File: src/rtl/polyphase_pkg.sv
// Shared types for the polyphase controller: FSM state encoding and phase-index width.
// No logic, no latency.
// No flow control.
package polyphase_pkg;

  // Controller states: fetch one sample, broadcast it, then collect/emit each phase
  typedef enum logic [1:0] {
    FETCH   = 2'd0,
    BCAST   = 2'd1,
    COLLECT = 2'd2,
    OUT     = 2'd3
  } state_t;

  // Upper bound on the number of subfilter phases a controller may serve
  localparam int MAX_PHASES = 8;

  // Bits needed to hold a phase index 0..nr-1 (at least one bit)
  function automatic int phase_width(input int nr);
    return (nr <= 2) ? 1 : $clog2(nr);
  endfunction

  // Default phase-index width: wide enough for the largest supported phase count
  localparam int PW_DEFAULT = phase_width(MAX_PHASES);

endpackage

File: src/rtl/polyphase_ctrl.sv
// Polyphase controller: fetches one sample, broadcasts it to all subfilters, then emits enabled phase outputs in order.
// Latency: 1 cycle per handshake step; all outputs registered.
// Backpressure: req/ack on both sides; the FSM stalls in place until the relevant ack/req arrives.
module polyphase_ctrl
  import polyphase_pkg::*;
#(
  parameter int NR_PHASES = 2,
  parameter int DWIDTH    = 16,
  parameter int PW        = PW_DEFAULT
) (
  input  logic                        clk,
  input  logic                        rst,
  output logic                        req_in,
  input  logic                        ack_in,
  input  logic [DWIDTH-1:0]           data_in,
  output logic                        req_out,
  input  logic                        ack_out,
  output logic [DWIDTH-1:0]           data_out,
  output logic [PW-1:0]               out_phase,
  input  logic [NR_PHASES-1:0]        phase_en,
  input  logic [NR_PHASES-1:0]        sf_req_in,
  output logic [NR_PHASES-1:0]        sf_ack_in,
  output logic [DWIDTH-1:0]           sf_data_in,
  input  logic [NR_PHASES-1:0]        sf_req_out,
  output logic [NR_PHASES-1:0]        sf_ack_out,
  input  logic [NR_PHASES*DWIDTH-1:0] sf_data_out,
  output logic                        busy
);

  localparam logic [PW-1:0] P_LAST = PW'(NR_PHASES - 1);

  state_t                state;
  logic [PW-1:0]         p;
  logic [NR_PHASES-1:0]  en_q;

  logic                  cur_req;
  logic                  cur_en;
  logic [DWIDTH-1:0]     cur_slice;
  logic [NR_PHASES-1:0]  cur_onehot;

  // Select request, enable bit, data slice and ack mask of the phase currently being collected
  always_comb begin
    cur_req    = 1'b0;
    cur_en     = 1'b0;
    cur_slice  = '0;
    cur_onehot = '0;
    for (int i = 0; i < NR_PHASES; i++) begin
      if (p == PW'(i)) begin
        cur_req       = sf_req_out[i];
        cur_en        = en_q[i];
        cur_slice     = sf_data_out[i*DWIDTH +: DWIDTH];
        cur_onehot[i] = 1'b1;
      end
    end
  end

  // Main FSM: every output is a register; ack pulses default low so they last exactly one cycle
  always_ff @(posedge clk or negedge rst) begin
    if (!rst) begin
      state      <= FETCH;
      p          <= '0;
      en_q       <= '0;
      req_in     <= 1'b0;
      req_out    <= 1'b0;
      sf_ack_in  <= '0;
      sf_ack_out <= '0;
      data_out   <= '0;
      sf_data_in <= '0;
      out_phase  <= '0;
      busy       <= 1'b0;
    end else begin
      sf_ack_in  <= '0;
      sf_ack_out <= '0;
      case (state)
        FETCH: begin
          req_in <= 1'b1;
          if (req_in && ack_in) begin
            // sf_data_in doubles as the sample holding register until the next fetch
            sf_data_in <= data_in;
            en_q       <= phase_en;
            req_in     <= 1'b0;
            busy       <= 1'b1;
            state      <= BCAST;
          end
        end

        BCAST: begin
          // All subfilters take the sample together, enabled or not, so their delay lines stay aligned
          if (&sf_req_in) begin
            sf_ack_in <= '1;
            p         <= '0;
            state     <= COLLECT;
          end
        end

        COLLECT: begin
          if (|sf_ack_out) begin
            // The drain pulse has just been issued; forward the sample or drop it
            if (cur_en) begin
              req_out <= 1'b1;
              state   <= OUT;
            end else if (p == P_LAST) begin
              p      <= '0;
              req_in <= 1'b1;
              busy   <= 1'b0;
              state  <= FETCH;
            end else begin
              p     <= p + 1'b1;
              state <= COLLECT;
            end
          end else if (cur_req) begin
            // Only the current phase is looked at; early requests from later phases wait their turn
            data_out   <= cur_slice;
            out_phase  <= p;
            sf_ack_out <= cur_onehot;
          end
        end

        OUT: begin
          if (req_out && ack_out) begin
            req_out <= 1'b0;
            if (p == P_LAST) begin
              p      <= '0;
              req_in <= 1'b1;
              busy   <= 1'b0;
              state  <= FETCH;
            end else begin
              p     <= p + 1'b1;
              state <= COLLECT;
            end
          end
        end

        default: begin
          state <= FETCH;
        end
      endcase
    end
  end

  // The two subfilter ack groups are never active together
  a_ack_excl: assert property (@(posedge clk) disable iff (!rst)
    !((|sf_ack_in) && (|sf_ack_out)));

  // At most one subfilter is drained per cycle
  a_ack_out_onehot: assert property (@(posedge clk) disable iff (!rst)
    $onehot0(sf_ack_out));

  // A stalled output keeps its valid, data and phase untouched
  a_out_hold: assert property (@(posedge clk) disable iff (!rst)
    (req_out && !ack_out) |=> (req_out && $stable(data_out) && $stable(out_phase)));

endmodule

File: config.mk
export PLATFORM = sky130hd
export DESIGN_NAME = polyphase_ctrl
export DESIGN_NICKNAME = d
export VERILOG_FILES = /design/src/rtl/polyphase_pkg.sv /design/src/rtl/polyphase_ctrl.sv
export SDC_FILE = /design/constraint.sdc
export NUM_CORES = 1
export LEC_CHECK = 0
export CORE_AREA = 2 2 81 83
export CTS_CLUSTER_SIZE = 10
export DETAILED_ROUTE_END_ITERATION = 16
export DIE_AREA = 0 0 83 85
export PLACE_DENSITY = 0.71
export SYNTH_ARGS = -nofsm -noshare
export SYNTH_HDL_FRONTEND = slang
export SYNTH_SLANG_ARGS = --single-unit
File: constraint.sdc
create_clock -name clk -period 2 [get_ports clk]
set_input_delay 0.4 -clock clk [delete_from_list [all_inputs] [get_ports clk]]
set_output_delay 0.4 -clock clk [all_outputs]
set_load 0.03 [all_outputs]
==> results of run 1 <==
cells by family after synthesis:
group | Yosys count
and+or+nand+nor | 48
muxes | 53
buffers and inverters | 12
AOI/OAI and AO/OA | 13
DFF | 48
power by group through the flow:
stage	combinational, mW	sequential (mW)	clock (mW)
after floorplan	0.0366	1.05	0
after global placement	0.246	1.02	0
after detailed placement	0.249	1.02	0
after CTS	0.250	0.997	0.783
after global routing	0.264	0.999	0.818
final	0.245	0.996	0.755
state kept, by name, summed over array words and instances, names as in the netlist, 2 cells and up:
register,count
sf_data_in,16
sf_ack_out,2
p,3
out_phase,3
en_q,2
data_out,16
state,2
final cells by class:
cell class	instances	area [sq um]	share of cell area [%]
Timing Repair Buffer	110	1110	31.6
Tap cell	77	96.3	2.75
Inverter	2	7.51	0.215
Clock buffer	7	96.3	2.75
Sequential cell	48	1200	34.3
Multi-Input combinational cell	114	960	27.4
Clock inverter	1	30.0	0.859
per-layer routing:
layer	up-vias	share of wire [%]	global-route usage (%)	routed length, um
met1	825	41	17.9	2000
met3	6	6.0	4.47	295
met2	51	52	24.2	2570
li1	825	-	-	-
met4	0	1.2	4.02	59
met5	-	0	0	0
final timing paths:
check / start / endpoint / slack (ns)
setup / recovery: sf_ack_out[1]$_DFF_PN0_ / sf_ack_out[1] / 0.15
hold / removal: rst / data_out[10]$_DFFE_PN0P_ / 0.04
setup reg to reg: sf_ack_out[1]$_DFF_PN0_ / data_out[9]$_DFFE_PN0P_ / 0.28
hold reg to reg: out_phase[2]$_DFFE_PN0P_ / out_phase[2]$_DFFE_PN0P_ / 0.50
max in group asynchronous: rst / data_out[4]$_DFFE_PN0P_ / 1.45
min in group clk: out_phase[2]$_DFFE_PN0P_ / out_phase[2]$_DFFE_PN0P_ / 0.50
cell usage after synthesis (all sizes together):
cell type / instances
a21boi: 1
a31oi: 1
nand2b: 2
mux2: 36
o21ai: 2
o21a: 1
nand2: 8
clkbuf: 1
o22ai: 1
o22a: 2
nor2: 25
buf: 9
o31a: 1
nor3: 3
nor3b: 1
nor2b: 2
o311ai: 1
a211o: 1
inv: 2
or2: 1
a21oi: 1
and3: 1
a2bb2oi: 1
mux2i: 17
dfrtp: 48
nor4: 2
and4b: 1
nand3: 2
==> results.py, run 1 <==
metrics = {
    "status": {
        "status": "completed",
    },
    "layout": {
        "final_util_pct": 56.4,
        "syn_to_final_growth_pct": 56.2,
        "layout_commonest_cell": "clkdlybuf4s50_1",
        "nets": 339,
        "fillers": 557,
        "mostFrequentLayoutCells": "clkdlybuf4s50_1, dfrtp_1, mux2_2",
        "layout.cells.non_filler": 359,
        "antenna_cells": 0,
        "drive_gt1_share_pct": 22.0,
        "finalInstanceArea_sq_um": 3500,
    },
    "worst_setup_path": {
        "crit_chain": "clkdlybuf4s50_1",
        "crit_buf_inv": 1,
        "crit_family": "buffers and inverters",
        "cp_max_fo": 3,
        "cp-end-kind": "primary output",
        "slowest_delay_ns": 0.70,
        "cp_num_cells": 1,
        "critPathKind": "reg2out",
        "cp_slowest_cell": "clkdlybuf4s50_1",
        "required_ns": 1.60,
        "cp-start-kind": "register",
        "ff2ff_path_depth": 5,
        "crit_arrival_ns": 1.45,
    },
    "die": {
        "die_x_um": 83,
        "rows": 29,
        "dieArea_sq_um": 7060,
        "coreArea_sq_um": 6200,
        "start_util_pct": 36.1,
        "io_pins": 100,
        "die-height_um": 85,
    },
    "logic_synthesis": {
        "yosys.area.top_type": "dfrtp_1",
        "ys_ff_latch": 48,
        "synth.area.mux_share_pct": 26.9,
        "synthTopCellsByArea": "dfrtp_1, mux2_2, mux2i_1, mux2_4, nor2_1",
        "yosys.area_share.simple_pct": 10.9,
        "synthAdderAreaFrac_pct": 0,
        "ys_types": 34,
        "ys.warnings.count": 0,
        "yosysSeqAreaShare_pct": 53.7,
        "syn_inst": 174,
        "synth_top_family_by_area": "multiplexers",
        "syn_nets": 232,
        "synth-compound-area-share_pct": 5.09,
        "syn_area_sq_um": 2240,
        "netlist.area_leader.share_pct": 53.7,
        "synth_xor_area_share_pct": 0,
        "synth.avg_cell_area_sq_um": 12.9,
    },
    "clock_network": {
        "postCtsSetupBuffers": 0,
        "root_buffer": "clkbuf_8",
        "cts_sinks": 48,
        "insertion_delay_ns": 0.30,
        "cts_resized": 0,
        "htreeDepth": 2,
        "holdBufCountCts": 0,
        "max-clock-path-buffers": 2,
        "cts_buffers": 5,
        "clkTransAtPathRegs_ns": 0.09,
        "cts_tree": "built",
    },
    "detailed_routing": {
        "detail-route-antenna-nets": 0,
        "vias": 1707,
        "via_per_inst": 4.75,
        "detail_route.iter0.violations": 40,
        "wl_per_cell_um": 13.7,
        "drc": 0,
        "wirelength_um": 4930,
        "first_pass_iters": 4,
    },
    "timing": {
        "tightestPinTransition_ns": 0.447,
        "hold_viol": 0,
        "slew_headroom_pct": 70.2,
        "layout_setup_ws_ns": 0.155,
        "min_period_over_period_pct": 92.3,
        "max_freq_mhz": 542,
        "final.min_clock_period_ns": 1.85,
        "setup_violations": 0,
        "hold_slack_ns": 0.0365,
        "slew_violations": 0,
        "rsz0062_at_grt": "false",
        "fin_tns_setup_ns": 0,
        "skew_ns": 0.00730,
    },
    "grt": {
        "overflow": 0,
        "globalRouteTotalUtil_pct": 14.3,
        "grt_pass1_vias": 1769,
        "grt_pass1_wl_um": 8250,
        "grt_max_degree": 31,
        "antenna_found_initial": 0,
    },
    "pwr": {
        "p_int_mw": 1.58,
        "power.share.sequential_pct": 49.9,
        "p_switching_mw": 0.415,
        "peakVddDrop_mv": 0.273,
        "p_comb_share_pct": 12.3,
        "clkPwrFrac_pct": 37.8,
        "leakage_nw": 1.53,
        "sw_frac_of_total_pct": 20.8,
        "total_power_mw": 2.00,
        "power_density_nw_per_um2": 571,
    },
    "run": {
        "maxCapViolCount": 0,
    },
    "place": {
        "dp_slack_ns": 0.0870,
        "globalplace.congestion": 0.833,
        "placed_cells": 351,
        "place_area_sq_um": 3370,
        "portBuffers": 99,
        "dp_hpwl_um": 3740,
    },
    "worst_hold_path": {
        "hold_path_class": "in2async",
    },
}
No activity file was read; power rests on OpenSTA's default activity.
==> run 2, diff against run 1 <==
==> constraint.sdc (replaced) <==
create_clock -name clk -period 2.4 [get_ports clk]
set_input_delay 0.48 -clock clk [delete_from_list [all_inputs] [get_ports clk]]
set_output_delay 0.48 -clock clk [all_outputs]
set_load 0.03 [all_outputs]
==> results.py, run 2 (synthesis results as in run 1) <==
metrics = {
    "detailed_routing": {
        "detail_route.iter0.violations": 62,
        "wl_per_cell_um": 13.3,
        "via_per_inst": 4.74,
        "drc": 0,
        "vias": 1673,
        "wirelength_um": 4690,
        "detail-route-antenna-nets": 0,
        "first_pass_iters": 4,
    },
    "worst_setup_path": {
        "crit_arrival_ns": 1.42,
        "crit_family": "buffers and inverters",
        "critPathKind": "reg2out",
        "cp-end-kind": "primary output",
        "required_ns": 1.92,
        "cp_slowest_cell": "clkdlybuf4s50_1",
        "r2r_setup_slack_ns": 0.62,
        "cp-start-kind": "register",
        "crit_start": "sf_ack_out[0]$_DFF_PN0_",
        "cp_num_cells": 1,
        "reg2reg_from": "state[0]$_DFFE_PN0P_",
        "worstSetupEndpoint": "sf_ack_out[0]",
        "r2r-end": "p[0]$_DFFE_PN0P_",
        "cp_max_fo": 3,
        "crit_buf_inv": 1,
        "slowest_delay_ns": 0.70,
        "crit_chain": "clkdlybuf4s50_1",
        "ff2ff_path_depth": 4,
    },
    "place": {
        "place_area_sq_um": 3320,
        "dp_hpwl_um": 3630,
        "globalplace.congestion": 0.806,
        "portBuffers": 99,
    },
    "pwr": {
        "sw_frac_of_total_pct": 21.6,
        "clkPwrFrac_pct": 32.9,
        "power_density_nw_per_um2": 450,
        "p_switching_mw": 0.331,
        "p_int_mw": 1.21,
        "total_power_mw": 1.54,
        "p_comb_share_pct": 13.2,
        "leakage_nw": 1.49,
        "power.share.sequential_pct": 54.0,
        "peakVddDrop_mv": 0.210,
    },
    "die": {
        "coreArea_sq_um": 6200,
        "die_x_um": 83,
        "rows": 29,
        "start_util_pct": 36.1,
        "io_pins": 100,
        "die-height_um": 85,
        "dieArea_sq_um": 7060,
    },
    "layout": {
        "antenna_cells": 0,
        "layout_commonest_cell": "clkdlybuf4s50_1",
        "nets": 334,
        "seq_area_sq_um": 1200,
        "drive_gt1_share_pct": 20.3,
        "final_util_pct": 55.1,
        "reg_top3": "data_out x16, sf_data_in x16",
        "fillers": 546,
        "syn_to_final_growth_pct": 52.7,
        "finalInstanceArea_sq_um": 3420,
        "multiInputGateArea_sq_um": 960,
        "mostFrequentLayoutCells": "clkdlybuf4s50_1, dfrtp_1, mux2_2",
    },
    "grt": {
        "grt_pass1_vias": 1659,
        "grt_util_met2_pct": 23.2,
        "grtUsageMet3_pct": 4.86,
        "gr-max-usage-layer": "met2",
        "grt_pass1_wl_um": 7660,
        "use_met1_pct": 16.0,
        "antenna_found_initial": 0,
        "grt_max_degree": 20,
        "globalRouteTotalUtil_pct": 13.6,
        "overflow": 0,
    },
    "timing": {
        "hold_viol": 0,
        "slew_violations": 0,
        "skew_ns": 0.00653,
        "rsz0062_at_grt": "false",
        "slew_headroom_pct": 72.4,
        "hold_slack_ns": 0.0959,
        "final.min_clock_period_ns": 1.90,
        "fin_tns_setup_ns": 0,
        "max_freq_mhz": 526,
        "tightestPinTransition_ns": 0.414,
        "min_period_over_period_pct": 79.2,
        "setup_violations": 0,
    },
    "clock_network": {
        "postCtsSetupBuffers": 0,
        "clkTransAtPathRegs_ns": 0.08,
        "insertion_delay_ns": 0.29,
        "max-clock-path-buffers": 2,
        "cts_buffers": 5,
        "cts_tree": "built",
        "holdBufCountCts": 0,
        "htreeDepth": 2,
        "cts_sinks": 48,
        "cts_resized": 0,
        "root_buffer": "clkbuf_8",
    },
    "worst_hold_path": {
        "hold_path_class": "in2async",
    },
    "run": {
        "maxCapViolCount": 0,
    },
    "status": {
        "status": "completed",
    },
}
==> run 2: per-layer routing <==
metal / part of all wire, % / wire [um]
met3: 7.2 / 338
met2: 49 / 2290
met4: 1.4 / 66
met1: 43 / 2000
met5: 0 / 0
==> run 2: metrics by stage <==
step                instances  worst slack [ns]
floorplan                 174             0.606
global placement          346             0.387
detailed placement        346             0.350
CTS                       353             0.479
global route              353             0.437
finish                    353             0.498
==> run 2: cell type report <==
| type | count | share of cell area, % |
|---|---|---|
| Sequential cell | 48 | 35.2 |
| Multi-Input combinational cell | 114 | 28.1 |
| Timing Repair Buffer | 105 | 30.9 |
| Clock buffer | 7 | 2.82 |
| Inverter | 2 | 0.220 |
| Tap cell | 77 | 2.82 |
==> run 2: power by group through the flow <==
stage	sequential (mW)	clock [mW]	combinational [mW]
finish	0.830	0.505	0.202
global route	0.832	0.562	0.218
CTS	0.830	0.529	0.206
detailed placement	0.846	0	0.206
global placement	0.846	0	0.203
floorplan	0.876	0	0.0305
==> run 2: how the worst min path moves through the flow <==
stage | startpoint | to | slack [ns]
global route | rst | sf_data_in[6]$_DFFE_PN0P_ | 0.12
detailed placement | rst | sf_data_in[6]$_DFFE_PN0P_ | 0.43
finish | rst | sf_data_in[2]$_DFFE_PN0P_ | 0.1
floorplan | rst | busy$_DFFE_PN0P_ | 0.18
global placement | rst | sf_data_in[6]$_DFFE_PN0P_ | 0.42
CTS | rst | sf_data_in[6]$_DFFE_PN0P_ | 0.10
==> run 3, diff against run 2 <==
==> constraint.sdc (replaced) <==
create_clock -name clk -period 1.9 [get_ports clk]
set_input_delay 0.38 -clock clk [delete_from_list [all_inputs] [get_ports clk]]
set_output_delay 0.38 -clock clk [all_outputs]
set_load 0.03 [all_outputs]
==> results.py, run 3 (synthesis results as in run 1) <==
metrics = {
    "status": {
        "status": "completed",
    },
    "die": {
        "dieArea_sq_um": 7060,
        "io_pins": 100,
        "rows": 29,
        "coreArea_sq_um": 6200,
        "die_x_um": 83,
        "start_util_pct": 36.1,
        "die-height_um": 85,
    },
    "worst_setup_path": {
        "crit_buf_inv": 1,
        "crit_chain": "clkdlybuf4s50_1",
        "cp-end-kind": "primary output",
        "crit_start": "sf_ack_out[0]$_DFF_PN0_",
        "critPathKind": "reg2out",
        "slowest_delay_ns": 0.70,
        "required_ns": 1.52,
        "reg2reg_from": "sf_ack_out[1]$_DFF_PN0_",
        "cp_slowest_cell": "clkdlybuf4s50_1",
        "crit_family": "buffers and inverters",
        "r2r_setup_slack_ns": 0.21,
        "cp_max_fo": 3,
        "r2r-end": "data_out[0]$_DFFE_PN0P_",
        "ff2ff_path_depth": 5,
        "cp-start-kind": "register",
        "crit_arrival_ns": 1.43,
    },
    "layout": {
        "layout_commonest_cell": "clkdlybuf4s50_1",
        "final_util_pct": 56.2,
        "drive_gt1_share_pct": 22.5,
        "nets": 342,
        "seq_area_sq_um": 1200,
        "mostFrequentLayoutCells": "clkdlybuf4s50_1, dfrtp_1, mux2_2",
        "fillers": 532,
        "multiInputGateArea_sq_um": 960,
        "reg_top3": "data_out x16, sf_data_in x16",
        "syn_to_final_growth_pct": 55.9,
        "antenna_cells": 0,
    },
    "timing": {
        "setup_violations": 0,
        "skew_ns": 0.00765,
        "hold_viol": 0,
        "slew_headroom_pct": 70.6,
        "final.min_clock_period_ns": 1.81,
        "layout_setup_ws_ns": 0.0882,
        "max_freq_mhz": 552,
        "min_period_over_period_pct": 95.4,
        "rsz0062_at_grt": "false",
        "fin_tns_setup_ns": 0,
        "tightestPinTransition_ns": 0.440,
        "slew_violations": 0,
    },
    "grt": {
        "globalRouteTotalUtil_pct": 14.0,
        "grt_pass1_wl_um": 7960,
        "antenna_found_initial": 0,
        "grt_max_degree": 22,
        "grt_pass1_vias": 1707,
        "overflow": 0,
    },
    "detailed_routing": {
        "detail-route-antenna-nets": 0,
        "detail_route.iter0.violations": 18,
        "wirelength_um": 4730,
        "wl_per_cell_um": 13.1,
        "vias": 1693,
        "via_per_inst": 4.69,
        "drc": 0,
        "first_pass_iters": 4,
    },
    "clock_network": {
        "holdBufCountCts": 0,
        "postCtsSetupBuffers": 0,
        "cts_sinks": 48,
        "cts_buffers": 5,
        "htreeDepth": 2,
        "insertion_delay_ns": 0.29,
        "root_buffer": "clkbuf_8",
        "clkTransAtPathRegs_ns": 0.08,
        "cts_tree": "built",
        "max-clock-path-buffers": 2,
        "cts_resized": 0,
    },
    "place": {
        "dp_slack_ns": -0.0133,
        "dp_hpwl_um": 3700,
        "portBuffers": 99,
        "globalplace.congestion": 0.817,
    },
    "worst_hold_path": {
        "hold_path_class": "in2async",
    },
    "pwr": {
        "power_density_nw_per_um2": 557,
        "leakage_nw": 1.53,
        "peakVddDrop_mv": 0.435,
    },
    "run": {
        "maxCapViolCount": 0,
    },
}
## run 3: cell count changes in the layout (fill, tap and decap cells not counted)
cell    change
buf_12      +1
buf_4       +7
## run 3: how the worst max path moves through the flow
| stage | depth (start not counted) | to |
|---|---|---|
| 2_1_floorplan | 5 | data_out[2]$_DFFE_PN0P_ |
| 3_3_place_gp | 5 | p[0]$_DFFE_PN0P_ |
| 3_5_place_dp | 5 | p[0]$_DFFE_PN0P_ |
| 4_1_cts | 1 | sf_ack_out[0] |
| 5_1_grt | 1 | sf_ack_out[0] |
| 6_report | 1 | sf_ack_out[0] |
## run 3: final cells by class
| class | count | area share, % |
|---|---|---|
| sequential | 48 | 34.4 |
| timing repair buffer | 113 | 32.3 |
| multi-input combinational | 114 | 27.5 |
| clock buffer | 7 | 2.76 |
| tap | 77 | 2.76 |
| inverter | 2 | 0.215 |
## run 3: metrics by stage
step | instances | total power [mW] | hold WS [ns] | instance area (sq um)
floorplan | 174 | 1.14 | 0.0844 | 2240
global placement | 354 | 1.33 | 0.361 | 3390
detailed placement | 354 | 1.33 | 0.353 | 3390
CTS | 361 | 1.99 | 0.0274 | 3490
global route | 361 | 2.04 | 0.0368 | 3490
finish | 361 | 1.94 | 0.0231 | 3490
## run 3: per-layer routing
layer  wire length, um  share of wire [%]  up-vias  GRT usage [%]
met3               293                6.2        8           4.18
met4                77                1.6        0           5.22
met5                 0                  0        -              0
met2              2310                 49       54           22.7
li1                  -                  -      835              -
met1              2050                 43      796           17.8
## run 3: report_power, final
group	internal, mW	leakage, nW	switching (mW)
clock	0.324	0.0503	0.311
sequential	1.04	0.641	0.00968
combinational	0.163	0.840	0.0965
